### src/rtl/cbus_rr_arbiter_pkg.sv
// rtl/cbus_rr_arbiter_pkg.sv - CBus request/response types and arbiter state shared by the memory-port arbiter
package cbus_rr_arbiter_pkg;

    typedef struct packed {
        logic        valid;
        logic        is_write;
        logic [31:0] addr;
        logic [7:0]  len;
        logic [63:0] data;
        logic [7:0]  strobe;
    } cbus_req_t;

    typedef struct packed {
        logic        ready;
        logic        last;
        logic [63:0] data;
    } cbus_resp_t;

    typedef enum logic {
        ARB_IDLE,
        ARB_BUSY
    } arb_state_t;

    // Round-robin successor of p among n ports.
    function automatic int unsigned ptr_wrap_inc(input int unsigned p, input int unsigned n);
        return (p + 32'd1 >= n) ? 32'd0 : p + 32'd1;
    endfunction

endpackage

### src/rtl/cbus_rr_arbiter_rr_pick.sv
// rtl/cbus_rr_arbiter_rr_pick.sv - first set request at or after a round-robin pointer (rotate, priority-encode, un-rotate)
module rr_pick #(
    parameter int NUM_PORTS = 2,
    parameter int PTR_W     = 1
) (
    input  logic [NUM_PORTS-1:0] req_vec_i,
    input  logic [PTR_W-1:0]     rr_ptr_i,
    output logic                 found_o,
    output logic [PTR_W-1:0]     idx_o
);

    logic [NUM_PORTS-1:0] rot;
    logic [PTR_W:0]       off;
    logic [PTR_W:0]       sum;

    always_comb begin
        rot     = '0;
        off     = '0;
        sum     = '0;
        found_o = 1'b0;
        idx_o   = '0;
        // rot[k] is the request k positions after the pointer.
        for (int k = 0; k < NUM_PORTS; k++) begin
            sum = {1'b0, rr_ptr_i} + (PTR_W+1)'(k);
            if (sum >= (PTR_W+1)'(NUM_PORTS)) begin
                sum = sum - (PTR_W+1)'(NUM_PORTS);
            end
            rot[k] = req_vec_i[sum[PTR_W-1:0]];
        end
        for (int k = NUM_PORTS - 1; k >= 0; k--) begin
            if (rot[k]) begin
                found_o = 1'b1;
                off     = (PTR_W+1)'(k);
            end
        end
        sum = {1'b0, rr_ptr_i} + off;
        if (sum >= (PTR_W+1)'(NUM_PORTS)) begin
            sum = sum - (PTR_W+1)'(NUM_PORTS);
        end
        idx_o = sum[PTR_W-1:0];
    end

endmodule

### src/rtl/cbus_rr_arbiter.sv
// rtl/cbus_rr_arbiter.sv - round-robin arbiter sharing one CBus memory port among NUM_PORTS requesters
module cbus_rr_arbiter
    import cbus_rr_arbiter_pkg::*;
#(
    parameter int NUM_PORTS = 2,
    parameter int PTR_W     = (NUM_PORTS > 1) ? $clog2(NUM_PORTS) : 1
) (
    input  logic                        clk,
    input  logic                        reset,
    input  cbus_req_t  [NUM_PORTS-1:0]  ireqs,
    output cbus_resp_t [NUM_PORTS-1:0]  iresps,
    output cbus_req_t                   oreq,
    input  cbus_resp_t                  oresp,
    output logic       [NUM_PORTS-1:0]  grant,
    output logic                        busy
);

    arb_state_t           state_q, state_d;
    logic [PTR_W-1:0]     rr_ptr_q, rr_ptr_d;
    logic [PTR_W-1:0]     sel_q, sel_d;
    logic [NUM_PORTS-1:0] req_vec;
    logic                 pick_found;
    logic [PTR_W-1:0]     pick_idx;

    always_comb begin
        req_vec = '0;
        for (int i = 0; i < NUM_PORTS; i++) begin
            req_vec[i] = ireqs[i].valid;
        end
    end

    rr_pick #(
        .NUM_PORTS (NUM_PORTS),
        .PTR_W     (PTR_W)
    ) u_rr_pick (
        .req_vec_i (req_vec),
        .rr_ptr_i  (rr_ptr_q),
        .found_o   (pick_found),
        .idx_o     (pick_idx)
    );

    // The pick is only registered in IDLE, so oreq never depends on ireqs.valid in the same idle cycle.
    always_comb begin
        state_d  = state_q;
        rr_ptr_d = rr_ptr_q;
        sel_d    = sel_q;
        oreq     = '0;
        iresps   = '0;
        grant    = '0;
        busy     = 1'b0;
        case (state_q)
            ARB_IDLE: begin
                if (pick_found) begin
                    sel_d   = pick_idx;
                    state_d = ARB_BUSY;
                end
            end
            ARB_BUSY: begin
                oreq          = ireqs[sel_q];
                iresps[sel_q] = oresp;
                grant[sel_q]  = 1'b1;
                busy          = 1'b1;
                // Owner dropping valid is treated like completion so a flushed port cannot wedge the bus.
                if (!ireqs[sel_q].valid || (oresp.ready && oresp.last)) begin
                    state_d  = ARB_IDLE;
                    rr_ptr_d = PTR_W'(ptr_wrap_inc(32'(sel_q), NUM_PORTS));
                end
            end
            default: state_d = ARB_IDLE;
        endcase
    end

    always_ff @(posedge clk) begin
        if (reset) begin
            state_q  <= ARB_IDLE;
            rr_ptr_q <= '0;
            sel_q    <= '0;
        end else begin
            state_q  <= state_d;
            rr_ptr_q <= rr_ptr_d;
            sel_q    <= sel_d;
        end
    end

endmodule
### config.mk
export PLATFORM = sky130hd
export DESIGN_NAME = cbus_rr_arbiter
export DESIGN_NICKNAME = d
export VERILOG_FILES = /design/src/rtl/cbus_rr_arbiter_pkg.sv /design/src/rtl/cbus_rr_arbiter_rr_pick.sv /design/src/rtl/cbus_rr_arbiter.sv
export SDC_FILE = /design/constraint.sdc
export NUM_CORES = 1
export LEC_CHECK = 0
export ABC_AREA = 1
export CAP_MARGIN = 0
export CORE_AREA = 2 2 211 213
export CTS_CLUSTER_SIZE = 16
export DETAILED_ROUTE_END_ITERATION = 16
export DIE_AREA = 0 0 213 215
export GPL_TIMING_DRIVEN = 0
export HOLD_SLACK_MARGIN = 0.08
export PLACE_DENSITY_LB_ADDON = 0.25
export SYNTH_ARGS = -nofsm -noshare
export SYNTH_HDL_FRONTEND = slang
export SYNTH_SLANG_ARGS = --single-unit
### constraint.sdc
create_clock -name clk -period 1.75 [get_ports clk]
set_input_delay 0.35 -clock clk [delete_from_list [all_inputs] [get_ports clk]]
set_output_delay 0.35 -clock clk [all_outputs]
set_load 0.02 [all_outputs]
==> impl_metrics.ini, run 1 <==
[worst_hold_path]
hold_path.class = flip-flop to flip-flop

[floorplan]
die_width_um = 213
die_y_um = 215
floorplan.die_area_sq_um = 45800
floorplan.core_area_sq_um = 43600
std_cell_rows = 77
initial_cell_density_of_the_core_pct = 4.82
ios = 545

[worst_setup_path]
end_kind = output port
startpoint_type = flip-flop
cpMostUsedCell = sky130_fd_sc_hd__buf_12
critical_path.max_stage_delay_ps = 350
critical_path.max_fanout = 10
worst-setup-path-type = flip-flop to output port
arrival_ps = 1610
timing.critical_path.buf_inv = 6
family_with_the_most_delay_on_the_worst_path = buffers and inverters
crit_path_top_delay_cell = sky130_fd_sc_hd__dfxtp_4
cp_cell_sequence = inv_4 > nor2_4 > buf_12 > buf_16 > buf_12 > buf_12 > a22o_4 > buf_6
timing.critical_path.required_ps = 1400

[synth]
cell_taking_the_most_area_after_synthesis = sky130_fd_sc_hd__a22o_1
synth_area_per_cell_sq_um = 5.59
synth.cell_area_sq_um = 2110
flip_flop_and_latch_count_after_synthesis = 3
ys_seq_area_share_pct = 2.85
syn-instance-count = 377
yosys_warn_count = 0
synth.lib_cells_used.distinct = 17
synth.area.top_cells = sky130_fd_sc_hd__a22o_1 47%, sky130_fd_sc_hd__nor2_1 24%, sky130_fd_sc_hd__inv_1 12%
synth.top_cell.area_share_pct = 47.0
synthesis.nets = 673

[pwr]
design_power_mw = 3.71
power_per_cell_area_nw_per_um2 = 372
worst_ir_drop_vdd_v = 0.000189
power.static_leakage_nw = 4.61

[sta]
finalSetupTns_ps = -18460
max_clock_freq_ghz = 0.510
period_needed_ps = 1960
rsz_0062_raised_after_global_routing = true
timing.final.max_slew_violations = 0
maxSlewHeadroom_pct = 83.2
worst_hold_margin_ps = 480
post-route-period-util_pct = 112
timing.final.ws_setup_ps = -211
finalHoldViolations = 0
worstMarginPinSlew_ps = 253
report.final.setup_viol = 167
finalClockSkew_ps = 1.10

[clock_network]
cts_sinks = 3
clock_tree_from_tritoncts = built
clock_tree.htree_level_count = 1
numCtsBuffers = 3
clk_root_buffer_cell = sky130_fd_sc_hd__clkbuf_16
cts_hold_buffers = 0
clk_transition_reported_paths_ps = 30
clock_latency_ps = 220
cts_max_path_buffers = 2

[placed_design]
number_of_input_and_output_port_buffers_inserted = 544
routabilityCongestion = 0.831
hpwl_mm = 28.3

[layout]
post_route_cells_drive_above_1_share_pct = 46.9
postLayoutCoreUtil_pct = 22.9
final_net_count = 1250
syn_to_final_growth_pct = 374

[route]
wirelength_mm = 32.8
firstDrtPassIters = 4
final_antenna_net_count = 0
post_drt_wl_per_cell_um = 21.2
first_iter_violations = 167
detail_route.drc_violations = 0
routed-via-count = 5237
detail_route.vias_per_cell = 3.38

[global_route]
grt-ovfl-total = 0
vias_in_the_first_global_route = 5678
grt_first_pass_wirelength_mm = 42.2
number_of_antenna_violations_at_the_first_check_in_global_routing = 7
grt_util_all_layers_pct = 13.0
grt_start_max_net_pins = 11

[status]
violations_in_the_final_reports = negative setup slack
status = finished with violations

[flow_run]
max_cap_violations = 0
final timing paths:
path	from	end	slack [ps]	depth (start not counted)
min reg2reg	rr_ptr_q	rr_ptr_q	480	2
min	rr_ptr_q	rr_ptr_q	480	2
max	state_q	oreq[36]	-210	8
max reg2reg	sel_q	rr_ptr_q	720	6
cell type report:
class,count,area (sq um)
fillers,4843,33700
repair buffers,574,5730
multi-input cells,263,2520
well taps,592,741
plain buffers,36,523
inverters,73,300
clock buffers,4,78.8
flip-flops and latches,3,67.6
diodes,3,7.51
per-stage QoR:
step                cells  setup WS (ps)  area [sq um]
floorplan             377          -5.12          2110
global placement     1513          -1210          8290
detailed placement   1513          -1210          8290
CTS                  1532           -233          9120
global route         1547           -233          9970
finish               1548           -211          9970
metal layers:
metal	track usage, %	vias up	part of all wire (%)
met4	4.10	4	3.9
met2	25.0	349	52
met3	3.11	40	8.8
met5	0	-	0.067
met1	13.7	2420	36
li1	-	2424	-
logic make-up after synthesis:
kind of cell,synth area share (%)
buffers and inverters,22.3
AO/OA/AOI/OAI,48.3
flip-flops,2.85
AND/OR/NAND/NOR,26.6
timing repair:
item                                     CTS  global route
endpoints found under the setup margin   248           245
buffers inserted                          11            11
pin swaps                                 31            33
resized for setup                       1160           467
cloned                                     4             5
cell usage in the layout, fill, tap and decap left out, drive strengths merged:
master and count:
a21oi 3, a22o 113, buf 260, clkbuf 49, clkdlybuf4s15 6, clkdlybuf4s50 296
dfxtp 3, diode 3, dlygate4sd2 3, inv 73, nand2 7, nand3 2
nand4 1, nor2 135, o211ai 1, o21ai 1
synthesized netlist by cell type:
cell type	n
sky130_fd_sc_hd__nand2_1	6
sky130_fd_sc_hd__nand3_1	2
sky130_fd_sc_hd__buf_2	24
sky130_fd_sc_hd__dfxtp_1	3
sky130_fd_sc_hd__o21ai_0	1
sky130_fd_sc_hd__nand2_2	1
sky130_fd_sc_hd__buf_4	6
sky130_fd_sc_hd__clkbuf_1	4
sky130_fd_sc_hd__a22o_1	113
sky130_fd_sc_hd__nor2_4	1
sky130_fd_sc_hd__buf_1	4
sky130_fd_sc_hd__nor2_1	134
sky130_fd_sc_hd__inv_2	3
sky130_fd_sc_hd__o211ai_1	1
sky130_fd_sc_hd__nand4_1	1
sky130_fd_sc_hd__inv_1	70
sky130_fd_sc_hd__a21oi_1	3
worst register-to-register path, delay by kind of cell, from the launching register on:
kind	cells	cell delay, ps
compound gates	1	130
buf+inv	2	180
flops	1	380
simple gates	3	240
flip-flops by register name (all words and copies together), names as in the netlist:
register,flops
rr_ptr_q,1
sel_q,1
state_q,1
where the power goes:
| part | leakage (nW) | switching (mW) | internal (mW) |
|---|---|---|---|
| clock network | 0.0382 | 0.0558 | 0.300 |
| logic | 4.54 | 1.51 | 1.77 |
| registers | 0.0261 | 0.00872 | 0.0747 |
| total | 4.61 | 1.57 | 2.14 |
Note: power is estimated with default switching activity, not from simulation.
==> inputs of run 2 (changes only) <==
--- a/config.mk
+++ b/config.mk
@@ -8,7 +8,7 @@
 export ABC_AREA = 1
 export CAP_MARGIN = 0
 export CORE_AREA = 2 2 211 213
-export CTS_CLUSTER_SIZE = 16
+export CTS_CLUSTER_SIZE = 8
 export DETAILED_ROUTE_END_ITERATION = 16
 export DIE_AREA = 0 0 213 215
 export GPL_TIMING_DRIVEN = 0
==> results of run 2 <==
Final layout, timing and power as in run 1 (identical DEF).
==> inputs of run 3 (changes only) <==
--- a/config.mk
+++ b/config.mk
@@ -8,6 +8,7 @@
 export ABC_AREA = 1
 export CAP_MARGIN = 0
 export CORE_AREA = 2 2 211 213
+export CTS_BUF_LIST = sky130_fd_sc_hd__clkbuf_2
 export CTS_CLUSTER_SIZE = 8
 export DETAILED_ROUTE_END_ITERATION = 16
 export DIE_AREA = 0 0 213 215
==> impl_metrics.ini, run 3 (synthesized netlist as in run 1, its figures left out) <==
[sta]
rsz_0062_raised_after_global_routing = true
post-route-period-util_pct = 109
timing.final.max_slew_violations = 0
maxSlewHeadroom_pct = 84.8
finalClockSkew_ps = 2.67
timing.final.ws_setup_ps = -156
report.final.setup_viol = 157
worstMarginPinSlew_ps = 230
max_clock_freq_ghz = 0.525
period_needed_ps = 1910
finalSetupTns_ps = -12380
finalHoldViolations = 0

[clock_network]
clk_root_buffer_cell = sky130_fd_sc_hd__clkbuf_2
clock_tree_from_tritoncts = built
cts_max_path_buffers = 2
numCtsBuffers = 3
clock_latency_ps = 200
clk_transition_reported_paths_ps = 40
cts_sinks = 3
clock_tree.htree_level_count = 1

[global_route]
grt_first_pass_wirelength_mm = 42.4
grt-ovfl-total = 0
vias_in_the_first_global_route = 5628
number_of_antenna_violations_at_the_first_check_in_global_routing = 5
grt_util_all_layers_pct = 13.1
grt_start_max_net_pins = 11

[pwr]
power_per_cell_area_nw_per_um2 = 350
design_power_mw = 3.40
worst_ir_drop_vdd_v = 0.000132
power.static_leakage_nw = 4.56

[route]
top_layer_used = met5
first_iter_violations = 141
firstDrtPassIters = 4
wl_met3_mm = 2.91
detail_route.vias_per_cell = 3.35
route.met2.wl_mm = 16.8
wirelength_mm = 32.7
routed-via-count = 5176
met1Wirelength_mm = 11.8
final_antenna_net_count = 0
post_drt_wl_per_cell_um = 21.2
detail_route.drc_violations = 0

[layout]
multi_input_area_sq_um = 2460
reg.largest.list = rr_ptr_q x1, sel_q x1, state_q x1
layout.cell_area.non_filler_sq_um = 9730
post_route_cells_drive_above_1_share_pct = 45.8
final_net_count = 1247
postLayoutCoreUtil_pct = 22.3
fillers = 4882
final_common_cell = sky130_fd_sc_hd__clkdlybuf4s50_1
ff_latch_area_sq_um = 67.6
highest_count_cells_in_the_layout_ignoring_fill_and_taps = 296 x sky130_fd_sc_hd__clkdlybuf4s50_1, 139 x sky130_fd_sc_hd__buf_6, 73 x sky130_fd_sc_hd__nor2_1, 70 x sky130_fd_sc_hd__inv_1, 68 x sky130_fd_sc_hd__buf_4
syn_to_final_growth_pct = 362

[flow_run]
max_cap_violations = 0

[worst_hold_path]
hold_path.class = flip-flop to flip-flop

[status]
status = finished with violations
violations_in_the_final_reports = negative setup slack

[placed_design]
hpwl_mm = 28.3
placement.setup.worst_slack_ps = -1210
detailed_place.area_sq_um = 8290
number_of_input_and_output_port_buffers_inserted = 544
routabilityCongestion = 0.831

[floorplan]
ios = 545
die_y_um = 215
initial_cell_density_of_the_core_pct = 4.82
floorplan.core_area_sq_um = 43600
die_width_um = 213
std_cell_rows = 77
floorplan.die_area_sq_um = 45800

[worst_setup_path]
timing.critical_path.required_ps = 1400
arrival_ps = 1560
worst-setup-path-type = flip-flop to output port
startpoint_type = flip-flop
end_kind = output port
critical_path.max_fanout = 5
==> run 3: cell types whose count changed in the layout (fill, tap and decap cells not counted), moves of 3 or more <==
cell / previous run / this run
sky130_fd_sc_hd__buf_6: 154 / 139
sky130_fd_sc_hd__buf_12: 21 / 15
sky130_fd_sc_hd__clkbuf_2: 39 / 44
sky130_fd_sc_hd__nor2_1: 62 / 73
sky130_fd_sc_hd__buf_4: 46 / 68
sky130_fd_sc_hd__clkdlybuf4s15_2: 5 / 2
sky130_fd_sc_hd__buf_2: 25 / 17
sky130_fd_sc_hd__nor2_4: 55 / 45
==> run 3: per-layer routing <==
metal / vias to the layer above / global-route usage [%]
li1: 2412 / -
met1: 2362 / 14.0
met2: 359 / 24.7
met3: 39 / 3.24
met4: 4 / 4.27
met5: - / 0
==> run 3: layout make-up <==
class,instances,share of cell area [%]
Inverter,73,3.00
Clock buffer,4,0.206
Timing Repair Buffer,569,57.9
Buffer,38,5.23
Multi-Input combinational cell,263,25.3
Sequential cell,3,0.694
Antenna cell,1,0.0257
Tap cell,592,7.61
==> run 3: critical path, stage by stage, from the launching register on <==
cell and delay (ps):
sky130_fd_sc_hd__dfxtp_4 360, sky130_fd_sc_hd__inv_4 70, sky130_fd_sc_hd__nor2_4 40, sky130_fd_sc_hd__buf_12 140
sky130_fd_sc_hd__buf_12 140, sky130_fd_sc_hd__buf_8 130, sky130_fd_sc_hd__buf_6 100, sky130_fd_sc_hd__a22o_4 230
sky130_fd_sc_hd__buf_6 130
==> run 3: stage by stage <==
stage                     std cells  hold WS, ps
after detailed placement       1513          475
after floorplan                 377          419
final                          1543          478
after CTS                      1528          486
after global placement         1513          489
after global routing           1542          540
==> run 3: what timing repair did <==
item | 4_1_cts | 5_1_grt
endpoints found under the setup margin | 248 | 245
resized for setup | 1156 | 431
pin swaps | 30 | 40
hold buffers | 0 | 0
hold endpoints to repair | 0 | 0
cloned | 3 | 6
setup buffers | 8 | 8
==> run 3: worst paths after layout <==
path	slack, ps	from	end	cells after the start
hold / removal	480	rr_ptr_q	rr_ptr_q	2
setup reg to reg	700	sel_q	rr_ptr_q	6
setup / recovery	-160	state_q	oreq[25]	8
hold reg to reg	480	rr_ptr_q	rr_ptr_q	2
==> run 3: where the power goes <==
part,switching [mW],internal [mW]
registers,0.00980,0.0745
clock network,0.0357,0.0603
logic,1.48,1.74
total,1.52,1.88
